$ cat config.mk
export PLATFORM = sky130hd
export DESIGN_NAME = param_fetch_pipe
export DESIGN_NICKNAME = d
export VERILOG_FILES = /design/src/rtl/param_fetch_pipe.sv
export SDC_FILE = /design/constraint.sdc
export NUM_CORES = 1
export LEC_CHECK = 0
export CAP_MARGIN = 20
export CORE_ASPECT_RATIO = 0.6
export CORE_MARGIN = 2
export CORE_UTILIZATION = 55
export DETAILED_ROUTE_END_ITERATION = 12
export GPL_TIMING_DRIVEN = 1
export PLACE_DENSITY_LB_ADDON = 0.12
export SYNTH_ARGS = -nofsm -noshare
export SYNTH_HDL_FRONTEND = slang
export SYNTH_SLANG_ARGS = --single-unit
$ cat constraint.sdc
create_clock -name clk -period 12.8 [get_ports clk]
set_input_delay 1.92 -clock clk [delete_from_list [all_inputs] [get_ports clk]]
set_output_delay 1.92 -clock clk [all_outputs]
set_load 0.005 [all_outputs]
$ cat src/rtl/param_fetch_pipe.sv
// Parameter-fetch stage: streams (weight, index) pairs from base_addr, fetches input[index+offset]
// and emits (value, weight) beats to the MAC with a fixed 4-cycle latency from address issue.
module param_fetch_pipe #(
    parameter int          DATA_W      = 16,
    parameter int          ADDR_W      = 16,
    parameter int          CNT_W       = 16,
    parameter int unsigned INPUT_LIMIT = 2**ADDR_W
) (
    input  logic              clk,
    input  logic              rst,
    input  logic              start,
    input  logic              abort,
    input  logic [CNT_W-1:0]  num_adds,
    input  logic [ADDR_W-1:0] base_addr,
    input  logic [ADDR_W-1:0] offset,
    output logic [ADDR_W-1:0] weight_addr,
    input  logic [DATA_W-1:0] weight_val,
    output logic [ADDR_W-1:0] index_addr,
    input  logic [DATA_W-1:0] index_val,
    output logic [ADDR_W-1:0] input_addr,
    input  logic [DATA_W-1:0] input_val,
    output logic [DATA_W-1:0] out_val,
    output logic [DATA_W-1:0] out_weight,
    output logic              out_valid,
    output logic              out_last,
    output logic              out_oob,
    output logic              busy,
    output logic              done,
    output logic [1:0]        o_dbg_state
);

    localparam logic [1:0] S_IDLE  = 2'd0;
    localparam logic [1:0] S_ISSUE = 2'd1;
    localparam logic [1:0] S_DRAIN = 2'd2;
    localparam logic [1:0] S_DONE  = 2'd3;

    localparam logic [ADDR_W:0] LIMIT = (ADDR_W+1)'(INPUT_LIMIT);

    logic [1:0]        r_state;
    logic [CNT_W-1:0]  r_num;
    logic [CNT_W-1:0]  r_cnt;
    logic [ADDR_W-1:0] r_offset;
    logic [ADDR_W-1:0] r_addr;
    logic              r_v1, r_l1;
    logic              r_v2, r_l2;
    logic              r_v3, r_l3, r_oob3;
    logic [DATA_W-1:0] r_w3;
    logic [ADDR_W-1:0] r_in_addr;
    logic              r_v4, r_l4, r_oob4;
    logic [DATA_W-1:0] r_w4;
    logic              r_out_valid, r_out_last, r_out_oob;
    logic [DATA_W-1:0] r_out_val, r_out_weight;

    logic [ADDR_W:0]   w_sum;
    logic              w_oob;
    logic              w_kill;

    // Index + offset carried one bit wide so a wrap past the top of memory is flagged, not aliased.
    assign w_sum  = (ADDR_W+1)'(index_val) + (ADDR_W+1)'(r_offset);
    assign w_oob  = w_sum[ADDR_W] | (w_sum >= LIMIT);
    assign w_kill = abort && (r_state != S_IDLE);

    always_ff @(posedge clk or posedge rst) begin
        if (rst) begin
            r_state  <= S_IDLE;
            r_num    <= '0;
            r_cnt    <= '0;
            r_offset <= '0;
            r_addr   <= '0;
            r_v1     <= 1'b0;
            r_l1     <= 1'b0;
        end else if (w_kill) begin
            r_state <= S_IDLE;
            r_v1    <= 1'b0;
            r_l1    <= 1'b0;
        end else begin
            case (r_state)
                S_IDLE: begin
                    if (start && !abort) begin
                        r_num    <= num_adds;
                        r_offset <= offset;
                        if (num_adds == '0) begin
                            r_state <= S_DONE;
                        end else begin
                            r_state <= S_ISSUE;
                            r_addr  <= base_addr;
                            r_cnt   <= CNT_W'(1);
                            r_v1    <= 1'b1;
                            r_l1    <= (num_adds == CNT_W'(1));
                        end
                    end
                end
                // r_cnt counts addresses issued including the one on the bus now.
                S_ISSUE: begin
                    if (r_cnt == r_num) begin
                        r_state <= S_DRAIN;
                        r_v1    <= 1'b0;
                        r_l1    <= 1'b0;
                    end else begin
                        r_addr <= r_addr + ADDR_W'(1);
                        r_cnt  <= r_cnt + CNT_W'(1);
                        r_l1   <= ((r_cnt + CNT_W'(1)) == r_num);
                    end
                end
                S_DRAIN: begin
                    if (r_out_valid && r_out_last) r_state <= S_DONE;
                end
                default: r_state <= S_IDLE;
            endcase
        end
    end

    always_ff @(posedge clk or posedge rst) begin
        if (rst) begin
            r_v2         <= 1'b0;
            r_l2         <= 1'b0;
            r_v3         <= 1'b0;
            r_l3         <= 1'b0;
            r_oob3       <= 1'b0;
            r_w3         <= '0;
            r_in_addr    <= '0;
            r_v4         <= 1'b0;
            r_l4         <= 1'b0;
            r_oob4       <= 1'b0;
            r_w4         <= '0;
            r_out_valid  <= 1'b0;
            r_out_last   <= 1'b0;
            r_out_oob    <= 1'b0;
            r_out_val    <= '0;
            r_out_weight <= '0;
        end else begin
            r_v2 <= r_v1 && !w_kill;
            r_l2 <= r_l1;
            r_v3 <= r_v2 && !w_kill;
            r_l3 <= r_l2;
            if (r_v2) begin
                r_w3      <= weight_val;
                r_in_addr <= w_sum[ADDR_W-1:0];
                r_oob3    <= w_oob;
            end
            r_v4 <= r_v3 && !w_kill;
            r_l4 <= r_l3;
            if (r_v3) begin
                r_w4   <= r_w3;
                r_oob4 <= r_oob3;
            end
            r_out_valid <= r_v4 && !w_kill;
            if (r_v4 && !w_kill) begin
                r_out_val    <= r_oob4 ? '0 : input_val;
                r_out_weight <= r_w4;
                r_out_last   <= r_l4;
                r_out_oob    <= r_oob4;
            end else begin
                r_out_last <= 1'b0;
                r_out_oob  <= 1'b0;
            end
        end
    end

    assign weight_addr = r_addr;
    assign index_addr  = r_addr;
    assign input_addr  = r_in_addr;
    assign out_val     = r_out_val;
    assign out_weight  = r_out_weight;
    assign out_valid   = r_out_valid;
    assign out_last    = r_out_last;
    assign out_oob     = r_out_oob;
    assign busy        = (r_state == S_ISSUE) || (r_state == S_DRAIN);
    assign done        = (r_state == S_DONE);
    assign o_dbg_state = r_state;

endmodule

==> results of run 1 <==
worst paths after layout:
path | end | slack [ns] | cells past startpoint
worst min register to register | r_l4$_DFF_PP0_ | 0.35 | 0
max in group asynchronous | r_cnt[10]$_DFFE_PP0P_ | 9.32 | 3
worst min-delay path | r_l4$_DFF_PP0_ | 0.35 | 0
min in group asynchronous | index_addr[6]$_DFFE_PP0P_ | 2.03 | 2
worst max register to register | index_addr[10]$_DFFE_PP0P_ | 9.76 | 7
worst max-delay path | r_l1$_DFFE_PP0P_ | 8.41 | 8
logic make-up after synthesis:
group                    synth area share, %
adder cells (fa/ha/maj)                 3.59
multiplexers                            11.1
AO/OA/AOI/OAI                           13.7
flip-flops                              48.3
buffers and inverters                   4.33
XOR/XNOR                                3.95
AND/OR/NAND/NOR                         15.0
stage by stage:
stage	cell area [sq um]	setup WS [ns]	cells
detailed placement	10100	8.03	1129
global route	10700	8.33	1162
finish	10700	8.41	1164
CTS	10700	8.48	1161
floorplan	8230	6.59	794
global placement	10100	8.16	1129
registers in the layout, indices dropped and copies added (netlist names), 2 cells and up:
signal       flops
out_weight      16
out_val         16
r_w4            16
r_cnt           16
input_addr      16
r_offset        16
r_w3            16
r_num           16
index_addr      16
o_dbg_state      2
power by group:
group	internal, mW	total, mW	switching (mW)	leakage [nW]
Clock	0.283	0.522	0.239	0.293
Sequential	0.725	0.920	0.195	1.94
Combinational	0.612	1.12	0.504	2.27
routing by layer:
| layer | routed length (um) | vias to the layer above | part of all wire [%] | track usage (%) |
|---|---|---|---|---|
| li1 | - | 3153 | - | - |
| met1 | 10000 | 3312 | 47 | 40.4 |
| met3 | 1720 | 29 | 8.0 | 5.93 |
| met4 | 306 | 0 | 1.4 | 7.96 |
| met2 | 9450 | 319 | 44 | 42.2 |
| met5 | 0 | - | 0 | 0 |
layout make-up:
class	instances	area (sq um)	area share, %
sequential	159	3980	37.0
multi-input combinational	565	3910	36.4
timing repair buffer	193	1920	17.9
clock buffer	17	425	3.96
tap	198	248	2.31
clock inverter	15	199	1.85
inverter	15	61.3	0.571
antenna	2	5.00	0.0466
cell usage in the layout, fill, tap and decap left out, drive strengths merged, types with 5 or more instances in the layout:
| cell type | Yosys | routed |
|---|---|---|
| clkbuf | 24 | 17 |
| nand2b | 21 | 21 |
| ha | 22 | 22 |
| nand3 | 23 | 23 |
| nand4 | 12 | 12 |
| a21oi | 49 | 49 |
| o21a | 5 | 5 |
| xnor2 | 18 | 18 |
| nor2 | 32 | 32 |
| nor3 | 8 | 8 |
| mux2i | 8 | 8 |
| and3 | 6 | 6 |
| clkdlybuf4s50 | 0 | 186 |
| mux2 | 74 | 74 |
| or3 | 21 | 21 |
| and2 | 6 | 6 |
| nand2 | 96 | 96 |
| o21ai | 48 | 48 |
| xor2 | 17 | 17 |
| dfrtp | 159 | 159 |
| o31ai | 6 | 6 |
| a21o | 9 | 9 |
| inv | 14 | 20 |
| nor4 | 6 | 6 |
| a211oi | 6 | 6 |
| buf | 31 | 7 |
| a31oi | 7 | 7 |
| o211ai | 9 | 9 |
| nor2b | 5 | 5 |
| clkinv | 1 | 6 |
worst max-delay path: cells and delay by family:
kind | cells | cell delay [ns]
simple gates | 3 | 1.18
buf+inv | 2 | 0.63
compound gates | 3 | 0.96
==> run metrics, run 1 <==
outcome=completed; Die W=~160 um; DR vias=about 7000; layout cell share with drive strength beyond 1=12.6%; cts bufs inserted=17; Detail Route Antenna Nets=0; Synth top area share=between 40 and 50%; CP required=13.09 ns; Slew Limit Headroom=around 37%; Post-synth EDFFs=0; final cycle utilization of the critical path=about a third; # resized after CTS=0; DRT Pass-1 Iters=7; Achievable Freq=228 MHz; dpl hpwl=15.5 mm; H-tree levels=4; Mean Syn Cell Area=just over 10 sq um; vias in the first global route=about 6600; P_leak=4.51 nW; Worst setup EP type=flip-flop; largest net degree at the start of global routing=89; Hold Crit Class=flip-flop to flip-flop; Via density=5.85; cell taking the most area after synthesis=dfrtp_1; Pwr per Cell Area=238 nW/um^2; syn nets=a little over 900; Clock Sinks=between 150 and 200; initial DRC count=589; Fin Setup TNS=0 ns; Net count, final=between 1000 and 1500; chip height=98.8 um; core area=roughly 15000 sq um; worst clock skew=a little over 0.01 ns; Arrival @ worst endpoint=4.69 ns; fin. max-slew vios=0; FF+latch count, synth=between 150 and 200; mapped cell area=8230 sq um; Clock Tree Root=clkbuf_16; Util after Layout=between 70% and 80%; Total Power=2.56 mW; register area share after synthesis=between 40% and 50%; Hold WS=approximately 0.35 ns; most common cell in the netlist=dfrtp_1; GRT overflow=0; initial antenna violation count=2; Post-synth top flop=dfrtp_1; first-pass GRT wire length=about 35 mm; Synth area leaders=dfrtp_1, mux2_2, nand2_1; Setup-failing EPs final=0; Crit Path Class=input pin to flip-flop; Post-CTS Setup Repair Bufs=0; Post-Synthesis Cells=794; Top-Level Pins=about 190; CP cell instances=clkdlybuf4s50_1, nor3_1, and4_1, a221o_1, nor2_1, buf_6, a32oi_1, o31ai_1; Worst-Skew Late Latency=0.43 ns; worst slew pin tran=approximately 0.94 ns; clock period minus final worst setup slack=between 4 and 5 ns; CP Max Fanout=17; Area Growth Syn to Fin=30.5%; Yosys Warn Count=0; ys async rst share=100%; Slowest-stage cell, CP=a221o_1; reg-to-reg startpoint=o_dbg_state[0]$_DFFE_PP0P_; critical path startpoint category=input pin; CTS tree=yes; total routed wirelength=approximately 21 mm; Tot GR Track Use=27.7%; # hold bufs at CTS=0; VDD IR-drop max=0.137 mV; row cnt=34; commonest cells in the synthesized netlist=dfrtp_1, nand2_1, mux2_2, a21oi_1, o21ai_0; CTS Buffer Depth=2; filler instances=roughly 1000; number of port buffers=~190; Crit path largest cell delay=0.64 ns; Final Hold Vio Count=0; CP startpoint=num_adds[2]; Initial Utilization=between 50% and 60%; RSZ-0062 raised after global routing=no; die area=approximately 16000 sq um; drt drc=0; routed length per instance=between 15 and 20 um; RePlAce Congestion=0.909; hold_sp=r_l3$_DFF_PP0_; CTS clock-pin slew for the worst setup and hold paths=roughly 0.070 ns; Max Cap Violations=0; count of cell types in the netlist=65
Power figures use the tool's default switching activity.
==> run 2: changes to the inputs <==
CORE_UTILIZATION = 51   (was 55)
clock period = 4.6 ns   (was 12.8 ns; I/O delays follow)
==> run 2 against run 1 <==
Compared with the run above:
- largest cell class unchanged
- count of clock-buffer cells in the layout did not move
- via count is 1.4% lower
- cell area about the same
- worst hold slack is essentially flat
- largest power group unchanged
- first-iteration DRC count fell by 22%
- critical path depth is 1 lower
- register-to-register slack lost 8.2 ns
==> run metrics, run 2 (same netlist as run 1, synthesis figures left out) <==
met3 WL=1.68 mm (-2.3%); fin. max-slew vios=0 (unchanged); WL met1=10.3 mm (+2.9%); CTS Buffer Depth=2 (unchanged); routed length per instance=18.4 um (-0.61%); hold path cells=0 (unchanged); Max Cap Violations=0 (unchanged); Hold EP=r_l3$_DFF_PP0_; Pwr per Cell Area=659 nW/um^2 (+180%); core area=15500 sq um (+6.9%); critical path startpoint category=input pin; worst slew pin tran=1.01 ns (+0.0749 ns); Arrival @ worst endpoint=3.41 ns (-1.28 ns); CTS tree=yes; first-pass GRT wire length=34.5 mm (-0.83%); final cycle utilization of the critical path=approximately two thirds; hold_sp=r_l2$_DFF_PP0_; # resized after CTS=0 (unchanged); reg-to-reg endpoint=index_addr[4]$_DFFE_PP0P_; Cell Count Post-Placement=1134 (+0.44%); Area Growth Syn to Fin=30.6% (about the same); Post-CTS Setup Repair Bufs=0 (unchanged); CP required=4.94 ns (-8.15 ns); H-tree levels=4 (unchanged); # hold bufs at CTS=0 (unchanged); Crit Path Class=input pin to flip-flop; Clock Sinks=159 (unchanged); clock period minus final worst setup slack=3.07 ns; number of port buffers=186 (unchanged); r2r setup slk=1.54 ns (-8.22 ns); Hold WS=0.353 ns (-0.0000520 ns); CP Max Fanout=12 (-5); row cnt=35 (+2.9%); total routed wirelength=21.4 mm (-0.27%); Setup-failing EPs final=0 (unchanged); Final Hold Vio Count=0 (unchanged); initial antenna violation count=2 (unchanged); Total Power=7.08 mW (+180%); CTS clock-pin slew for the worst setup and hold paths=0.08 ns (about the same); Tot GR Track Use=26.0% (-1.7 points); wire length on met2=9.26 mm (-2.0%); most frequent cells in the layout=clkdlybuf4s50_1, dfrtp_1, nand2_1, mux2_2, a21oi_1; die area=17200 sq um (+7.6%); Slew Limit Headroom=32.4% (-4.7 points); cts bufs inserted=17 (unchanged); Layout Cells excl Fill=1168 (+0.34%); VDD IR-drop max=0.334 mV (+140%); Worst-Skew Late Latency=0.43 ns (about the same); Hold Crit Class=flip-flop to flip-flop; Via density=5.75 (-1.7%); top sig layer=met4; Clock Tree Root=clkbuf_16; initial DRC count=458 (-22%); Achievable Freq=between 300 and 400 MHz; DRT Pass-1 Iters=5 (-2); Top-Level Pins=187 (unchanged); Final Cell Area=10700 sq um (about the same); chip height=102 um (+3.7%); drt drc=0 (unchanged); Worst setup EP type=flip-flop; worst clock skew=0.00858 ns (-0.00166 ns); P_leak=4.51 nW (about the same); outcome=completed; Die W=168 um (+3.8%); DR vias=6720 (-1.4%); filler instances=1146 (+11%); RSZ-0062 raised after global routing=no; reg-to-reg startpoint=r_cnt[8]$_DFFE_PP0P_; largest net degree at the start of global routing=127 (+43%); RePlAce Congestion=0.893 (-1.8%); dpl cell area=10100 sq um (+0.17%); Initial Utilization=52.9% (-3.6 points); GRT overflow=0 (unchanged); vias in the first global route=6514 (-1.0%); dpl hpwl=15.9 mm (+2.1%); Fin Setup TNS=0 ns (unchanged); Detail Route Antenna Nets=0 (unchanged); most common cell after layout, fill and taps aside=clkdlybuf4s50_1; Net count, final=1074 (unchanged); layout cell share with drive strength beyond 1=12.6% (unchanged); path depth of the worst reg2reg path=7 (unchanged)
## run 2: final cells by class
type	count	area, sq um	area share (%)
timing repair buffer	193	1930	18.0
inverter	15	60.1	0.559
clock buffer	17	425	3.96
clock inverter	15	193	1.79
antenna	1	2.50	0.0233
tap	203	254	2.36
sequential	159	3980	37.0
multi-input combinational	565	3910	36.3
## run 2: metrics by stage
stage / setup slack [ns] / utilization (%)
finish: 1.53 / 69.1
floorplan: 1.90 / -
CTS: 1.44 / 69.1
global route: 1.30 / 69.1
detailed placement: 0.998 / 65.1
global placement: 1.14 / 65.1
## run 2: worst max path at each step
stage	start	cells past startpoint	slack (ns)	endpoint
5_1_grt	r_cnt[8]$_DFFE_PP0P_	7	1.30	index_addr[3]$_DFFE_PP0P_
2_1_floorplan	rst	1	1.90	index_addr[0]$_DFFE_PP0P_
3_3_place_gp	num_adds[2]	7	1.14	r_l1$_DFFE_PP0P_
6_report	num_adds[2]	7	1.53	index_addr[12]$_DFFE_PP0P_
4_1_cts	num_adds[2]	7	1.44	r_l1$_DFFE_PP0P_
3_5_place_dp	num_adds[2]	7	1.0	r_l1$_DFFE_PP0P_
## run 2: metal layers
metal,vias to the layer above,global-route usage [%]
li1,3152,-
met1,3279,37.5
met2,269,39.6
met3,20,7.09
met4,0,5.82
met5,-,0
## run 2: critical path, cell delays in order
cell	delay, ns
clkdlybuf4s50_1	0.48
nor3_1	0.10
and4_1	0.32
a221oi_2	0.65
o211ai_1	0.55
or3_1	0.51
o211ai_1	0.10
## run 2: power by group
part           switching, mW  total, mW  internal [mW]  leakage [nW]
clock network          0.688       1.43          0.740         0.295
logic                   1.36       3.07           1.71          2.27
registers              0.575       2.59           2.02          1.94
total                   2.62       7.08           4.46          4.51
==> variant 1 (config.mk and constraints of run 2) <==
Reset style: synchronous (`rst`), changed in 2 clocked blocks.
--- a/src/rtl/param_fetch_pipe.sv
+++ b/src/rtl/param_fetch_pipe.sv
@@ -60,7 +60,7 @@
     assign w_oob  = w_sum[ADDR_W] | (w_sum >= LIMIT);
     assign w_kill = abort && (r_state != S_IDLE);
 
-    always_ff @(posedge clk or posedge rst) begin
+    always_ff @(posedge clk) begin
         if (rst) begin
             r_state  <= S_IDLE;
             r_num    <= '0;
@@ -110,7 +110,7 @@
         end
     end
 
-    always_ff @(posedge clk or posedge rst) begin
+    always_ff @(posedge clk) begin
         if (rst) begin
             r_v2         <= 1'b0;
             r_l2         <= 1'b0;
Check against the original RTL: differs if rst is asserted again (counterexample within 4 cycles, from zero or initial values and one cycle with rst high); with rst held inactive, the same outputs for 4 cycles.
==> variant 1 against run 2 <==
  * Synthesized area fell by 6.4%
  * Utilization is 0.069 points higher
  * Register-to-register slack better by 0.28 ns
  * Sequential share of layout area shrank 5.6 points
  * Cell area fell by 5.8%
  * Count of clock-buffer cells in the layout is the same
  * Routed wire length fell by 5.9%
  * Worst setup slack better by 0.16 ns
  * Non-clock buffer count up 2
  * Sequential cell count did not move
  * Largest cell class is now multi-input combinational cells
  * Highest routed layer unchanged
Power is not compared: it rests on default switching activity, and its combinational part moved more than twofold at a synthesized area within 25%.
==> variant 1: results (changes against run 2) <==
Commonest cells post-synth 159 x dfxtp_1, 147 x nand2_1, 82 x a21oi_1; WL final 20170 µm (-5.9%); area of the multi-input gates 4083 µm² (+4.5%); status completed; Seq. cell area 3184 µm² (-20%); met2 WL post-DR 8628 µm (-6.9%); Rel. slew slack 26.93% (-5.5 points); met3 Use GR 6.005% (-1.1 points); synth unique cells 73 (+12%); CP Max Fanout 3 (-9); Placer Congestion 0.9015 (+0.97%); Antenna diodes 0 (-1); met1 wire length 9918 µm (-3.7%); Non-clk bufs 195 (+1.0%); top_reg_cell synth dfxtp_1; ys async rst share 0% (-100 points); clock-cell share of area 6.337% (+0.59 points); Non-clock buffer share 19.02% (+1.1 points); Multi-input comb cells 648 (+15%); mux share of post-synthesis cell area 5.848% (-5.2 points); largest net degree at the start of global routing 94 (-26%); wire length of the first global-routing pass 32030 µm (-7.1%); 1st-iter DRT viols 632 (+38%); xor-xnor portion of the synthesized cell area 4.500% (+0.55 points); via-per-instance ratio 5.591 (-2.8%); Setup Skew 0.01663 ns (+0.008052 ns); Synth Area in Adders 3.996% (+0.41 points); final-stage net count 1157 (+7.7%)
==> variant 1: stage by stage <==
stage	cell area (µm²)	power [W]	cells
CTS	10120	0.004386	1243
detailed placement	9479	0.002909	1211
finish	10130	0.004364	1244
global placement	9479	0.002893	1211
global route	10130	0.004594	1244
floorplan	7702	0.002459	891
==> variant 1: path summary, 6_finish.rpt <==
kind,end,from,slack (ns),cells past startpoint
worst max register to register,index_addr[0],o_dbg_state[0],1.82,9
worst min register to register,r_l2,r_l1,0.44,2
worst max-delay path,input_addr[14],index_val[0],1.69,9
worst min-delay path,r_l2,r_l1,0.44,2
==> variant 1: critical path, cell delays in order <==
cell	delay (ns)
clkdlybuf4s50_1	0.41
ha_1	0.25
fa_1	0.44
a211oi_1	0.32
o21a_1	0.21
a2bb2oi_1	0.26
a21oi_1	0.14
nor4b_1	0.16
a311o_1	0.35
==> variant 2 (settings of run 2) <==
Made on the original files. Set the parameter `CNT_W` to 18 (it was 16).
--- a/src/rtl/param_fetch_pipe.sv
+++ b/src/rtl/param_fetch_pipe.sv
@@ -3,7 +3,7 @@
 module param_fetch_pipe #(
     parameter int          DATA_W      = 16,
     parameter int          ADDR_W      = 16,
-    parameter int          CNT_W       = 16,
+    parameter int          CNT_W       = 18,
     parameter int unsigned INPUT_LIMIT = 2**ADDR_W
 ) (
     input  logic              clk,
Ports: changed (resized num_adds); port bits go from 187 to 189. The function was not compared with the original's and may differ.
==> variant 2 against run 2 <==
  * Worst setup slack got worse by 0.11 ns
  * Hold slack improved by 0.0032 ns
  * Sequential cell count rose by 4
  * Highest routed layer is now met5
  * Synthesized area rose by 5.1%
  * Routed wire length rose by 6.2%
  * Cell area rose by 4.3%
  * Total power rose by 6.2%
  * Count of clock-buffer cells in the layout did not move
==> variant 2: results (changes against run 2) <==
status completed; switching share of power 37.24% (+0.22 points); met1 Use GR 38.67% (+1.1 points); Setup crit start kind flip-flop; Slowest cell on crit path or4_1; Placer Congestion 0.8989 (+0.68%); met1 wire length 10740 µm (+4.2%); Commonest cells post-synth 163 x dfrtp_1, 90 x mux2_2, 61 x nand2_1; worst r2r src r_cnt[1]; synth unique cells 86 (+32%); hold slack 0.3564 ns (+0.003161 ns); cell leakage power 4.597 nW (+1.9%); met2 WL post-DR 9267 µm (about the same); wire length of the first global-routing pass 36150 µm (+4.9%); met2 Usage GRT 35.94% (-3.7 points); H-tree levels 4 (unchanged); CP Max Fanout 8 (-4); Comb power frac 45.9% (+2.6 points); largest net degree at the start of global routing 133 (+4.7%); WL/cell 18.99 µm (+3.5%); share of layout cells above drive strength 1 15.46% (+2.9 points); PortBufs 188 (+1.1%); Post-Layout Cell Count 1198 (+2.6%); vias in the first global route 6823 (+4.7%); DR vias 7045 (+4.8%); Synth Instances 793 (-0.13%); ranking of synthesized cells by area dfrtp_1 47%, mux2_2 12%, ha_1 3.2%, nand2_1 2.6%, o21ai_0 2.1%; met3 Use GR 8.485% (+1.4 points); Reg-to-Reg End r_l1; largest stage delay on the critical path 0.60 ns (-0.05 ns); R2R Setup Slk 1.42 ns (-0.12 ns); worst path arrival time 3.51 ns (+0.10 ns); 1st-iter DRT viols 640 (+40%); Antenna diodes 0 (-1); post-DP HPWL 16700 µm (+5.2%); Post-DP Area 10610 µm² (+4.8%); CP delay by family, top simple AND/OR/NAND/NOR gates; Setup Skew 0.01024 ns (+0.001657 ns); FILL cells 1236 (+7.9%); worst vdd ir 0.0003295 V (-1.5%); Rel. slew slack 39.71% (+7.3 points); All-Layer GR Usage 25.82% (-0.19 points); Seq/Total Area, Yosys 47.14% (-1.2 points); top flop regs r_cnt (18), r_num (18)
[variant 2: area by class of cell]
type	instances	area, µm²	area share [%]
multi-input combinational	551	4172	37.19
sequential	163	4079	36.37
timing repair buffer	198	1969	17.56
clock buffer	17	425.4	3.793
tap	228	285.3	2.544
clock inverter	15	183.9	1.640
inverter	26	101.3	0.9036
[variant 2: metrics by stage]
stage / setup WS [ns] / total power [W] / util [%]
CTS: 1.490 / 0.007533 / 68.41
finish: 1.423 / 0.007525 / 68.41
floorplan: 1.839 / 0.004699 / -
detailed placement: 1.180 / 0.006056 / 64.69
global route: 1.297 / 0.008016 / 68.41
global placement: 1.322 / 0.005900 / 64.69
[variant 2: cells by family (layout without fill, tap and decap cells)]
logic type	count (synthesis)	after routing	synth area share, %
buffers and inverters	79	256	4.642
flip-flops	163	163	47.14
AO/OA/AOI/OAI	168	168	14.22
multiplexers	93	93	12.21
AND/OR/NAND/NOR	234	234	14.82
XOR/XNOR	33	33	3.558
adder cells (fa/ha/maj)	23	23	3.413
